### src/rtl/mc_ctrl_pkg.sv
// ============================================================================
// Module  : mc_ctrl_pkg
// Brief   : State, opcode, funct and control-select encodings for the
//           multi-cycle controller.
// Rev     : 1.0  initial release
// ============================================================================
`default_nettype none

package mc_ctrl_pkg;

    typedef enum logic [2:0] {
        S_IF   = 3'd0,
        S_ID   = 3'd1,
        S_EXE  = 3'd2,
        S_MEM  = 3'd3,
        S_WB   = 3'd4,
        S_HALT = 3'd5
    } state_t;

    localparam logic [5:0] c_OP_RTYPE = 6'b000000;
    localparam logic [5:0] c_OP_ADDI  = 6'b001000;
    localparam logic [5:0] c_OP_ORI   = 6'b001101;
    localparam logic [5:0] c_OP_LW    = 6'b100011;
    localparam logic [5:0] c_OP_SW    = 6'b101011;
    localparam logic [5:0] c_OP_BEQ   = 6'b000100;
    localparam logic [5:0] c_OP_BNE   = 6'b000101;
    localparam logic [5:0] c_OP_J     = 6'b000010;
    localparam logic [5:0] c_OP_JAL   = 6'b000011;

    localparam logic [5:0] c_FN_ADD   = 6'b100000;
    localparam logic [5:0] c_FN_SUB   = 6'b100010;
    localparam logic [5:0] c_FN_AND   = 6'b100100;
    localparam logic [5:0] c_FN_OR    = 6'b100101;
    localparam logic [5:0] c_FN_SLT   = 6'b101010;

    localparam logic [2:0] c_ALU_ADD  = 3'b000;
    localparam logic [2:0] c_ALU_SUB  = 3'b001;
    localparam logic [2:0] c_ALU_AND  = 3'b010;
    localparam logic [2:0] c_ALU_OR   = 3'b011;
    localparam logic [2:0] c_ALU_SLT  = 3'b100;

    localparam logic [1:0] c_PC_SEQ    = 2'b00;
    localparam logic [1:0] c_PC_BRANCH = 2'b01;
    localparam logic [1:0] c_PC_JUMP   = 2'b10;

    localparam logic [1:0] c_RD_RT    = 2'b00;
    localparam logic [1:0] c_RD_RD    = 2'b01;
    localparam logic [1:0] c_RD_RA    = 2'b10;

    localparam logic [1:0] c_DB_ALU   = 2'b00;
    localparam logic [1:0] c_DB_MEM   = 2'b01;
    localparam logic [1:0] c_DB_PC4   = 2'b10;

    typedef struct packed {
        logic rtype;
        logic addi;
        logic ori;
        logic lw;
        logic sw;
        logic beq;
        logic bne;
        logic j;
        logic jal;
        logic halt;
        logic nop;
    } instr_class_t;

    // Returns {valid, alu_op}; valid is low for funct codes we do not execute.
    function automatic logic [3:0] f_funct_decode(input logic [5:0] funct);
        logic [3:0] r;
        case (funct)
            c_FN_ADD: r = {1'b1, c_ALU_ADD};
            c_FN_SUB: r = {1'b1, c_ALU_SUB};
            c_FN_AND: r = {1'b1, c_ALU_AND};
            c_FN_OR:  r = {1'b1, c_ALU_OR};
            c_FN_SLT: r = {1'b1, c_ALU_SLT};
            default:  r = {1'b0, c_ALU_ADD};
        endcase
        return r;
    endfunction

endpackage

`default_nettype wire

### src/rtl/mc_control_fsm_if.sv
// ============================================================================
// Module  : mc_control_fsm_if
// Brief   : Instruction/status inputs and control outputs between the
//           controller (master) and the datapath (slave).
// Rev     : 1.0  initial release
// ============================================================================
`default_nettype none

interface mc_control_fsm_if;
    logic [5:0] opcode;
    logic [5:0] funct;
    logic       zero;
    logic       mem_ready;

    logic       PCWre;
    logic [1:0] PCSrc;
    logic       IRWre;
    logic       RegWre;
    logic [1:0] RegDst;
    logic       ALUSrcB;
    logic       ExtSel;
    logic [2:0] ALUOp;
    logic       mRD;
    logic       mWR;
    logic [1:0] DBDataSrc;
    logic [2:0] state;
    logic       halted;

    modport master (
        input  opcode, funct, zero, mem_ready,
        output PCWre, PCSrc, IRWre, RegWre, RegDst, ALUSrcB, ExtSel,
               ALUOp, mRD, mWR, DBDataSrc, state, halted
    );

    modport slave (
        output opcode, funct, zero, mem_ready,
        input  PCWre, PCSrc, IRWre, RegWre, RegDst, ALUSrcB, ExtSel,
               ALUOp, mRD, mWR, DBDataSrc, state, halted
    );
endinterface

`default_nettype wire

### src/rtl/mc_ctrl_decode.sv
// ============================================================================
// Module  : mc_ctrl_decode
// Brief   : Combinational opcode/funct decode into instruction class flags
//           and the EXE-cycle ALU operation.
// Rev     : 1.0  initial release
// ============================================================================
`default_nettype none

module mc_ctrl_decode
    import mc_ctrl_pkg::*;
#(
    parameter logic [5:0] HALT_OPCODE = 6'b111111
) (
    input  wire logic [5:0] i_opcode,
    input  wire logic [5:0] i_funct,
    output instr_class_t    o_cls,
    output logic [2:0]      o_alu_op
);

    logic [3:0] w_fn;

    assign w_fn = f_funct_decode(i_funct);

    always_comb begin
        o_cls    = '0;
        o_alu_op = c_ALU_ADD;
        // The halt opcode wins even if it is configured onto a real opcode.
        if (i_opcode == HALT_OPCODE) begin
            o_cls.halt = 1'b1;
        end else begin
            case (i_opcode)
                c_OP_RTYPE: begin
                    if (w_fn[3]) begin
                        o_cls.rtype = 1'b1;
                        o_alu_op    = w_fn[2:0];
                    end else begin
                        o_cls.nop   = 1'b1;
                    end
                end
                c_OP_ADDI: o_cls.addi = 1'b1;
                c_OP_ORI: begin
                    o_cls.ori = 1'b1;
                    o_alu_op  = c_ALU_OR;
                end
                c_OP_LW:   o_cls.lw = 1'b1;
                c_OP_SW:   o_cls.sw = 1'b1;
                c_OP_BEQ: begin
                    o_cls.beq = 1'b1;
                    o_alu_op  = c_ALU_SUB;
                end
                c_OP_BNE: begin
                    o_cls.bne = 1'b1;
                    o_alu_op  = c_ALU_SUB;
                end
                c_OP_J:    o_cls.j   = 1'b1;
                c_OP_JAL:  o_cls.jal = 1'b1;
                default:   o_cls.nop = 1'b1;
            endcase
        end
    end

endmodule

`default_nettype wire

### src/rtl/mc_control_fsm.sv
// ============================================================================
// Module  : mc_control_fsm
// Brief   : Multi-cycle MIPS-subset controller: IF/ID/EXE/MEM/WB/HALT state
//           register with control outputs decoded from state and inputs.
// Rev     : 1.0  initial release
// ============================================================================
`default_nettype none

module mc_control_fsm
    import mc_ctrl_pkg::*;
#(
    parameter logic [5:0] HALT_OPCODE = 6'b111111
) (
    input  wire logic        CLK,
    input  wire logic        RST,
    mc_control_fsm_if.master bus
);

    state_t       r_state;
    state_t       w_next;
    instr_class_t w_cls;
    logic [2:0]   w_dec_alu_op;

    logic         w_pcwre;
    logic [1:0]   w_pcsrc;
    logic         w_irwre;
    logic         w_regwre;
    logic [1:0]   w_regdst;
    logic         w_alusrcb;
    logic         w_extsel;
    logic [2:0]   w_aluop;
    logic         w_mrd;
    logic         w_mwr;
    logic [1:0]   w_dbsrc;
    logic         w_take;

    mc_ctrl_decode #(
        .HALT_OPCODE (HALT_OPCODE)
    ) u_decode (
        .i_opcode (bus.opcode),
        .i_funct  (bus.funct),
        .o_cls    (w_cls),
        .o_alu_op (w_dec_alu_op)
    );

    assign w_take = (w_cls.beq & bus.zero) | (w_cls.bne & ~bus.zero);

    always_ff @(posedge CLK or posedge RST) begin
        if (RST) begin
            r_state <= S_IF;
        end else begin
            r_state <= w_next;
        end
    end

    always_comb begin
        w_next    = r_state;
        w_pcwre   = 1'b0;
        w_pcsrc   = c_PC_SEQ;
        w_irwre   = 1'b0;
        w_regwre  = 1'b0;
        w_regdst  = c_RD_RT;
        w_alusrcb = 1'b0;
        w_extsel  = 1'b0;
        w_aluop   = c_ALU_ADD;
        w_mrd     = 1'b0;
        w_mwr     = 1'b0;
        w_dbsrc   = c_DB_ALU;
        case (r_state)
            S_IF: begin
                w_irwre = 1'b1;
                w_next  = S_ID;
            end
            S_ID: begin
                if (w_cls.halt) begin
                    w_next = S_HALT;
                end else if (w_cls.j) begin
                    w_pcwre = 1'b1;
                    w_pcsrc = c_PC_JUMP;
                    w_next  = S_IF;
                end else if (w_cls.jal) begin
                    w_pcwre  = 1'b1;
                    w_pcsrc  = c_PC_JUMP;
                    w_regwre = 1'b1;
                    w_regdst = c_RD_RA;
                    w_dbsrc  = c_DB_PC4;
                    w_next   = S_IF;
                end else if (w_cls.nop) begin
                    w_pcwre = 1'b1;
                    w_next  = S_IF;
                end else begin
                    w_next = S_EXE;
                end
            end
            S_EXE: begin
                if (w_cls.beq | w_cls.bne) begin
                    w_aluop = w_dec_alu_op;
                    w_pcwre = 1'b1;
                    w_pcsrc = w_take ? c_PC_BRANCH : c_PC_SEQ;
                    w_next  = S_IF;
                end else if (w_cls.lw | w_cls.sw) begin
                    w_aluop   = w_dec_alu_op;
                    w_alusrcb = 1'b1;
                    w_extsel  = 1'b1;
                    w_next    = S_MEM;
                end else if (w_cls.rtype | w_cls.addi | w_cls.ori) begin
                    w_aluop  = w_dec_alu_op;
                    w_extsel = w_cls.addi;
                    w_next   = S_WB;
                end else begin
                    w_next = S_IF;
                end
            end
            S_MEM: begin
                // Strobes stay up for the whole wait; PC advances only on completion.
                w_mrd = w_cls.lw;
                w_mwr = w_cls.sw;
                if (!(w_cls.lw | w_cls.sw)) begin
                    w_next = S_IF;
                end else if (bus.mem_ready) begin
                    if (w_cls.sw) begin
                        w_pcwre = 1'b1;
                        w_next  = S_IF;
                    end else begin
                        w_next = S_WB;
                    end
                end
            end
            S_WB: begin
                w_regwre = 1'b1;
                w_pcwre  = 1'b1;
                w_regdst = w_cls.rtype ? c_RD_RD : c_RD_RT;
                w_dbsrc  = w_cls.lw ? c_DB_MEM : c_DB_ALU;
                w_next   = S_IF;
            end
            S_HALT: begin
                w_next = S_HALT;
            end
            default: begin
                w_next = S_IF;
            end
        endcase
    end

    // Reset kills every enable/strobe combinationally, not just at the next edge.
    assign bus.PCWre     = w_pcwre  & ~RST;
    assign bus.PCSrc     = RST ? c_PC_SEQ  : w_pcsrc;
    assign bus.IRWre     = w_irwre  & ~RST;
    assign bus.RegWre    = w_regwre & ~RST;
    assign bus.RegDst    = RST ? c_RD_RT   : w_regdst;
    assign bus.ALUSrcB   = w_alusrcb & ~RST;
    assign bus.ExtSel    = w_extsel  & ~RST;
    assign bus.ALUOp     = RST ? c_ALU_ADD : w_aluop;
    assign bus.mRD       = w_mrd & ~RST;
    assign bus.mWR       = w_mwr & ~RST;
    assign bus.DBDataSrc = RST ? c_DB_ALU  : w_dbsrc;
    assign bus.state     = r_state;
    assign bus.halted    = (r_state == S_HALT) & ~RST;

endmodule

`default_nettype wire
### src/flat_wrapper.sv
// flat-port wrapper written by rule: the top's interface ports become plain ports
module mc_control_fsm_flat import mc_ctrl_pkg::*;
#(
    parameter logic [5:0] HALT_OPCODE = 6'b111111
)
  (CLK, RST, bus_opcode, bus_funct, bus_zero, bus_mem_ready, bus_PCWre, bus_PCSrc, bus_IRWre, bus_RegWre, bus_RegDst, bus_ALUSrcB, bus_ExtSel, bus_ALUOp, bus_mRD, bus_mWR, bus_DBDataSrc, bus_state, bus_halted);
  mc_control_fsm_if bus_i ();
  input  wire logic CLK;
  input  wire logic RST;
  input wire logic [$bits(bus_i.opcode)-1:0] bus_opcode;
  input wire logic [$bits(bus_i.funct)-1:0] bus_funct;
  input wire logic [$bits(bus_i.zero)-1:0] bus_zero;
  input wire logic [$bits(bus_i.mem_ready)-1:0] bus_mem_ready;
  output wire logic [$bits(bus_i.PCWre)-1:0] bus_PCWre;
  output wire logic [$bits(bus_i.PCSrc)-1:0] bus_PCSrc;
  output wire logic [$bits(bus_i.IRWre)-1:0] bus_IRWre;
  output wire logic [$bits(bus_i.RegWre)-1:0] bus_RegWre;
  output wire logic [$bits(bus_i.RegDst)-1:0] bus_RegDst;
  output wire logic [$bits(bus_i.ALUSrcB)-1:0] bus_ALUSrcB;
  output wire logic [$bits(bus_i.ExtSel)-1:0] bus_ExtSel;
  output wire logic [$bits(bus_i.ALUOp)-1:0] bus_ALUOp;
  output wire logic [$bits(bus_i.mRD)-1:0] bus_mRD;
  output wire logic [$bits(bus_i.mWR)-1:0] bus_mWR;
  output wire logic [$bits(bus_i.DBDataSrc)-1:0] bus_DBDataSrc;
  output wire logic [$bits(bus_i.state)-1:0] bus_state;
  output wire logic [$bits(bus_i.halted)-1:0] bus_halted;
  assign bus_i.opcode = bus_opcode;
  assign bus_i.funct = bus_funct;
  assign bus_i.zero = bus_zero;
  assign bus_i.mem_ready = bus_mem_ready;
  assign bus_PCWre = bus_i.PCWre;
  assign bus_PCSrc = bus_i.PCSrc;
  assign bus_IRWre = bus_i.IRWre;
  assign bus_RegWre = bus_i.RegWre;
  assign bus_RegDst = bus_i.RegDst;
  assign bus_ALUSrcB = bus_i.ALUSrcB;
  assign bus_ExtSel = bus_i.ExtSel;
  assign bus_ALUOp = bus_i.ALUOp;
  assign bus_mRD = bus_i.mRD;
  assign bus_mWR = bus_i.mWR;
  assign bus_DBDataSrc = bus_i.DBDataSrc;
  assign bus_state = bus_i.state;
  assign bus_halted = bus_i.halted;
  mc_control_fsm #(.HALT_OPCODE(HALT_OPCODE)) u_core (.CLK(CLK), .RST(RST), .bus(bus_i));
endmodule
### config.mk
export PLATFORM = sky130hd
export DESIGN_NAME = mc_control_fsm_flat
export DESIGN_NICKNAME = d
export VERILOG_FILES = /design/src/rtl/mc_ctrl_pkg.sv /design/src/rtl/mc_control_fsm_if.sv /design/src/rtl/mc_ctrl_decode.sv /design/src/rtl/mc_control_fsm.sv /design/src/flat_wrapper.sv
export SDC_FILE = /design/constraint.sdc
export NUM_CORES = 1
export LEC_CHECK = 0
export CORE_MARGIN = 5
export CORE_UTILIZATION = 36
export DETAILED_ROUTE_END_ITERATION = 6
export PLACE_DENSITY = 0.78
export SETUP_SLACK_MARGIN = 0.5
export SLEW_MARGIN = 20
export SYNTH_ARGS = -nofsm -noshare
export SYNTH_HDL_FRONTEND = slang
export SYNTH_SLANG_ARGS = --single-unit
### constraint.sdc
create_clock -name CLK -period 2.5 [get_ports CLK]
set_clock_uncertainty 0.1 [all_clocks]
set_input_delay 0.375 -clock CLK [delete_from_list [all_inputs] [get_ports CLK]]
set_output_delay 0.375 -clock CLK [all_outputs]
set_load 0.01 [all_outputs]
==> impl_summary.txt, run 1 <==
----------------------------------------------------
[Place]
  Number of buffers added on ports ... 35
  Cell total after placement ... between 150 and 200
  Final weighted congestion of routability-driven global placement ... between 0.8 and 0.9
  Placement Setup Slack ... -0.6033 ns
  Area after DPL ... about 0.0012 mm^2
  Detailed-placement wirelength estimate ... between 1500 and 2000 um

[Die]
  Starting density of the core ... 38.42%
  Number of I/O pins ... 36
  Placement Rows ... 14
  Die width ... 50.33 um
  Die outline height ... a little over 50 um

[Logic synthesis]
  Xor/xnor cell area share of the yosys netlist ... 2.991%
  Multiplexer area fraction after synthesis ... 1.709%
  Synth cell types ... 34
  Net count after synthesis ... about 110
  Main combinational cell family by area after synthesis ... simple AND/OR/NAND/NOR gates
  Fraction of the mapped netlist area in simple logic gates ... ~55%
  Complex-gate fraction of the synthesized area ... a little under a fifth
  #FFs+latches synth ... 3
  EDFF count, synth ... 0
  Share of flip-flops with an asynchronous set or reset ... 100.0%
  Netlist area before placement ... 585.6 um^2
  Post-synth top flop ... dfrtp_1
  Yosys synthesis warning count ... 0
  Adder-cell share of the synthesized area ... 0%
  Share of synthesized area occupied by flip-flops and latches ... 12.82%
  Gate Count Post-Synth ... 92
  Per-instance average area after synthesis ... about 6.4 um^2

[Run status]
  Run status ... did not finish
  First error message ... [ERROR DPL-0038] Utilization greater than 100%, impossible to legalize
  Stopped at ... global routing

[CTS]
  Number of clock sinks ... 3
  Library cell used as clock root buffer ... clkbuf_4
  Number of H-tree levels ... 1
  Maximum buffer depth of the clock tree ... 2
  Cts bufs inserted ... 3

[Timing]
  Last worst endpoint in the global-route repair_timing ... bus_PCWre
  Worst endpoint pin kind ... top-level output

[GRT]
  Largest net degree at the start of global routing ... 12

----------------------------------------------------
-- stage by stage --
step                TNS [ns]  hold slack (ns)
floorplan                  0           0.2554
global placement      -4.777           0.5463
CTS                        0           0.3163
detailed placement    -5.265           0.5515
-- logic make-up after synthesis --
kind of cell	after synthesis
xor+xnor	2
simple gates	58
compound gates	17
mux	1
buf+inv	11
flops	3
-- Yosys cell counts (2+ instances only) --
cell / instances / area [um^2]
dfrtp_1: 3 / 75.07
inv_1: 4 / 15.01
o21a_1: 2 / 15.01
a21oi_1: 5 / 25.02
and3_1: 3 / 18.77
nand3_1: 6 / 30.03
o21ai_0: 4 / 20.02
nor3_1: 10 / 50.05
nor4_1: 4 / 25.02
nor4b_1: 2 / 17.52
nand4_1: 2 / 12.51
or2_2: 2 / 12.51
nor2b_1: 6 / 37.54
nand2_1: 6 / 22.52
clkbuf_1: 4 / 15.01
nor2_1: 11 / 41.29
-- what timing repair did --
item,in CTS
hold buffers,0
gates resized for setup,145
pin swaps,14
setup buffers,8
setup endpoints to repair,18
==> inputs of run 2 (changes only) <==
--- a/config.mk
+++ b/config.mk
@@ -5,11 +5,10 @@
 export SDC_FILE = /design/constraint.sdc
 export NUM_CORES = 1
 export LEC_CHECK = 0
-export CORE_MARGIN = 5
-export CORE_UTILIZATION = 36
+export CORE_AREA = 5 5 66 68
 export DETAILED_ROUTE_END_ITERATION = 6
-export PLACE_DENSITY = 0.78
-export SETUP_SLACK_MARGIN = 0.5
+export DIE_AREA = 0 0 71 73
+export PLACE_DENSITY_LB_ADDON = 0.15
 export SLEW_MARGIN = 20
 export SYNTH_ARGS = -nofsm -noshare
 export SYNTH_HDL_FRONTEND = slang
==> impl_summary.txt, run 2 <==
----------------------------------------------------
[Critical path]
  Critical-path cell list ... dlygate4sd2_1 -> buf_6 -> nor2_4 -> o221ai_2 -> or4_4 -> o21a_4 -> a221o_1 -> buf_2
  Worst r2r path cells ... 6
  Critical-path maximum fanout ... 3
  RR Endpoint ... u_core.bus.state[2]
  Startpoint of the most critical register-to-register path ... u_core.bus.state[2]
  Critical Path End Type ... output pin
  Data required time of the critical path ... 2.03 ns
  Register-to-register setup slack ... 0.92 ns
  Crit Path Category ... primary input to output pin
  CP max stage delay ... 0.44 ns
  Critical path arrival ... between 1.5 and 2 ns
  Startpoint Class ... primary input
  Cell at the slowest stage of the critical path ... or4_4

[Timing]
  RSZ-0062 raised after global routing ... false
  Achievable frequency ... 409.6 MHz
  Max Transition Viols Final ... 0
  Actual slew at the worst max-slew pin ... 0.3407 ns
  Period Utilization, post-route ... approximately 98%
  Min Clock Period, post-route ... around 2.4 ns
  Slew headroom ... 77.29%
  Number of setup violations in the final report ... 0
  Total negative slack ... 0 ns
  Fin. Hold Viols ... 0

[GRT]
  Global Route met1 Usage ... between 10% and 20%
  Total congestion overflow after global routing ... 0
  Grt met2 use ... 19.36%
  First-pass GRT wire length ... approximately 4400 um
  Busiest metal layer after global routing ... met2
  Global-route total usage across every layer ... between 10% and 20%
  Largest net degree at the start of global routing ... 12
  Met3 Resource Use GR ... 2.066%
  Antenna violations before repair ... 0
  Vias in the first global route ... 1,002

[Die]
  Die outline height ... approximately 73 um
  Die width ... between 70 and 80 um
  Core footprint ... 0.003799 mm^2
  Placement Rows ... 23
  Starting density of the core ... approximately 15%
  Number of I/O pins ... 36
  Floorplan die area ... just over 0.005 mm^2

[Layout]
  Post-route cell area ... 0.001310 mm^2
  Multi-input combinational cell area ... 544.3 um^2
  Fraction of layout cells with a size suffix above 1 ... 39.62%
  Commonest non-fill, non-tap cell in the layout ... buf_4
  Fillcell total ... between 400 and 500
  Fraction of the core area covered by cells at the end of the flow ... about a third
  Nets ... between 150 and 200
  Number of flip-flops under the largest register name ... 3
  FF+latch area ... 75.07 um^2
  Number of cells in the finished layout apart from fillers ... between 200 and 250
  Number of diodes ... 0
  Leading cell types in the layout, fill and taps excluded ... buf_4 (34), dlygate4sd2_1 (17), nor2_1 (10)
  Synth-to-layout area growth ... 123.7%

[Run]
  Maxcap violations ... 0

[Logic synthesis]
  Share of flip-flops with an asynchronous set or reset ... 100.0%
  Gate Count Post-Synth ... between 90 and 100
  Share of the synthesized area in the top cell type ... between 10% and 20%
  EDFF count, synth ... 0
  Synth cell types ... 34
  Post-synth top flop ... dfrtp_1
  Per-instance average area after synthesis ... about 6.4 um^2
  Top cells by area, synth ... dfrtp_1 (13%), nor3_1 (8.5%), nor2_1 (7.1%)
  Most instantiated library cell after synthesis ... nor2_1
  Netlist area before placement ... 585.6 um^2
  Most common library cells after synthesis ... nor2_1 (11), nor3_1 (10), nand2_1 (6), nand3_1 (6), nor2b_1 (6)
  Yosys synthesis warning count ... 0
  Leading area contributor after synthesis ... dfrtp_1
  Net count after synthesis ... 108
  #FFs+latches synth ... 3
  Share of synthesized area occupied by flip-flops and latches ... 12.82%

[Place]
  Area after DPL ... around 0.0012 mm^2
  Number of buffers added on ports ... 35
  Cell total after placement ... slightly above 200
  Detailed-placement wirelength estimate ... 2128 um
  Final weighted congestion of routability-driven global placement ... 0.7933

[Drt]
  Vias/cell ... between 4 and 5
  DRT Wirelength ... ~2700 um
  DRC viols ... 0
  Vias after detailed routing ... roughly 930
  Routed length per instance ... 12.72 um
  Starting DRC count in detailed routing ... 38
  DR pass1 iterations ... 4
  Detail Route Antenna Nets ... 0

[CTS]
  Number of clock sinks ... 3
  Hold buffers post-CTS ... 0
  Cts bufs inserted ... 3
  Clock tree from TritonCTS ... yes
  Worst-Skew Late Latency ... 0.21 ns
  Number of H-tree levels ... 1
  Maximum buffer depth of the clock tree ... 2
  Library cell used as clock root buffer ... clkbuf_8
  Clock-pin slew reported for the worst setup and hold paths after clock tree synthesis ... approximately 0.03 ns

[Hold path]
  Worst min-delay path class ... primary input to async pin

[Pwr]
  Maximum resistive drop on vdd ... 0.1180 mV
  Power per cell area ... approximately 380 mW/mm^2
  Design Power ... between 0.4 and 0.5 mW
  Leak pwr ... roughly 0.6 nW

[Run status]
  Run status ... finished clean

----------------------------------------------------
[run 2: cell counts after synthesis]
No cell type changed its count.
[run 2: layer usage]
layer  wire, um  vias to the layer above
li1           -                      468
met1       1106                      434
met2       1394                       29
met3        142                        2
met4         14                        0
met5          0                        -
[run 2: cell type report]
cell class	instances	share of cell area, %
Inverter	4	1.146
Clock buffer	4	3.438
Timing Repair Buffer	70	43.36
Tap cell	50	4.776
Multi-Input combinational cell	78	41.55
Sequential cell	3	5.731
[run 2: timing repair]
action	4_1_cts	5_1_grt
setup buffers	2	0
endpoints found under the setup margin	15	10
pin swaps	5	6
gates resized for setup	57	12
endpoints found under the hold margin	0	0
[run 2: stage by stage]
step	setup slack, ns	hold WS (ns)
3_3_place_gp	-0.6660	0.5815
4_1_cts	-0.1194	0.5460
3_5_place_dp	-0.6807	0.5984
5_1_grt	0.0005753	0.5817
2_1_floorplan	0.04527	0.2193
6_report	0.05869	0.5518
[run 2: worst max path at each step]
stage / from / to
detailed placement: bus_opcode[4] / bus_PCWre
global route: bus_funct[1] / bus_PCWre
CTS: bus_opcode[0] / bus_PCWre
floorplan: bus_opcode[0] / bus_PCWre
finish: bus_funct[1] / bus_PCWre
global placement: bus_opcode[4] / bus_ALUOp[1]
[run 2: power by group]
| group | internal [mW] | leakage [nW] | switching [mW] |
|---|---|---|---|
| clock | 0.109 | 0.0228 | 0.0314 |
| combinational | 0.148 | 0.549 | 0.129 |
| sequential | 0.0592 | 0.0394 | 0.0170 |
| total | 0.316 | 0.611 | 0.177 |
[run 2: logic make-up after synthesis]
group,synth area share (%)
simple gates,54.70
compound gates,18.59
buf+inv,9.186
flops,12.82
xor+xnor,2.992
mux,1.709
[run 2: worst max-delay path: cells and delay by family]
family	cells	cell delay (ns)
and+or+nand+nor	2	0.53
buffers and inverters	3	0.51
AOI/OAI and AO/OA	3	0.55
(Power assumes the default switching activity.)
==> inputs of run 3 (changes only) <==
--- a/config.mk
+++ b/config.mk
@@ -5,6 +5,7 @@
 export SDC_FILE = /design/constraint.sdc
 export NUM_CORES = 1
 export LEC_CHECK = 0
+export CAP_MARGIN = 30
 export CORE_AREA = 5 5 66 68
 export DETAILED_ROUTE_END_ITERATION = 6
 export DIE_AREA = 0 0 71 73
@@ -13,3 +14,4 @@
 export SYNTH_ARGS = -nofsm -noshare
 export SYNTH_HDL_FRONTEND = slang
 export SYNTH_SLANG_ARGS = --single-unit
+export TNS_END_PERCENT = 50
==> results of run 3 <==
Same layout as run 2: the final DEF is identical, and so are final timing and power.
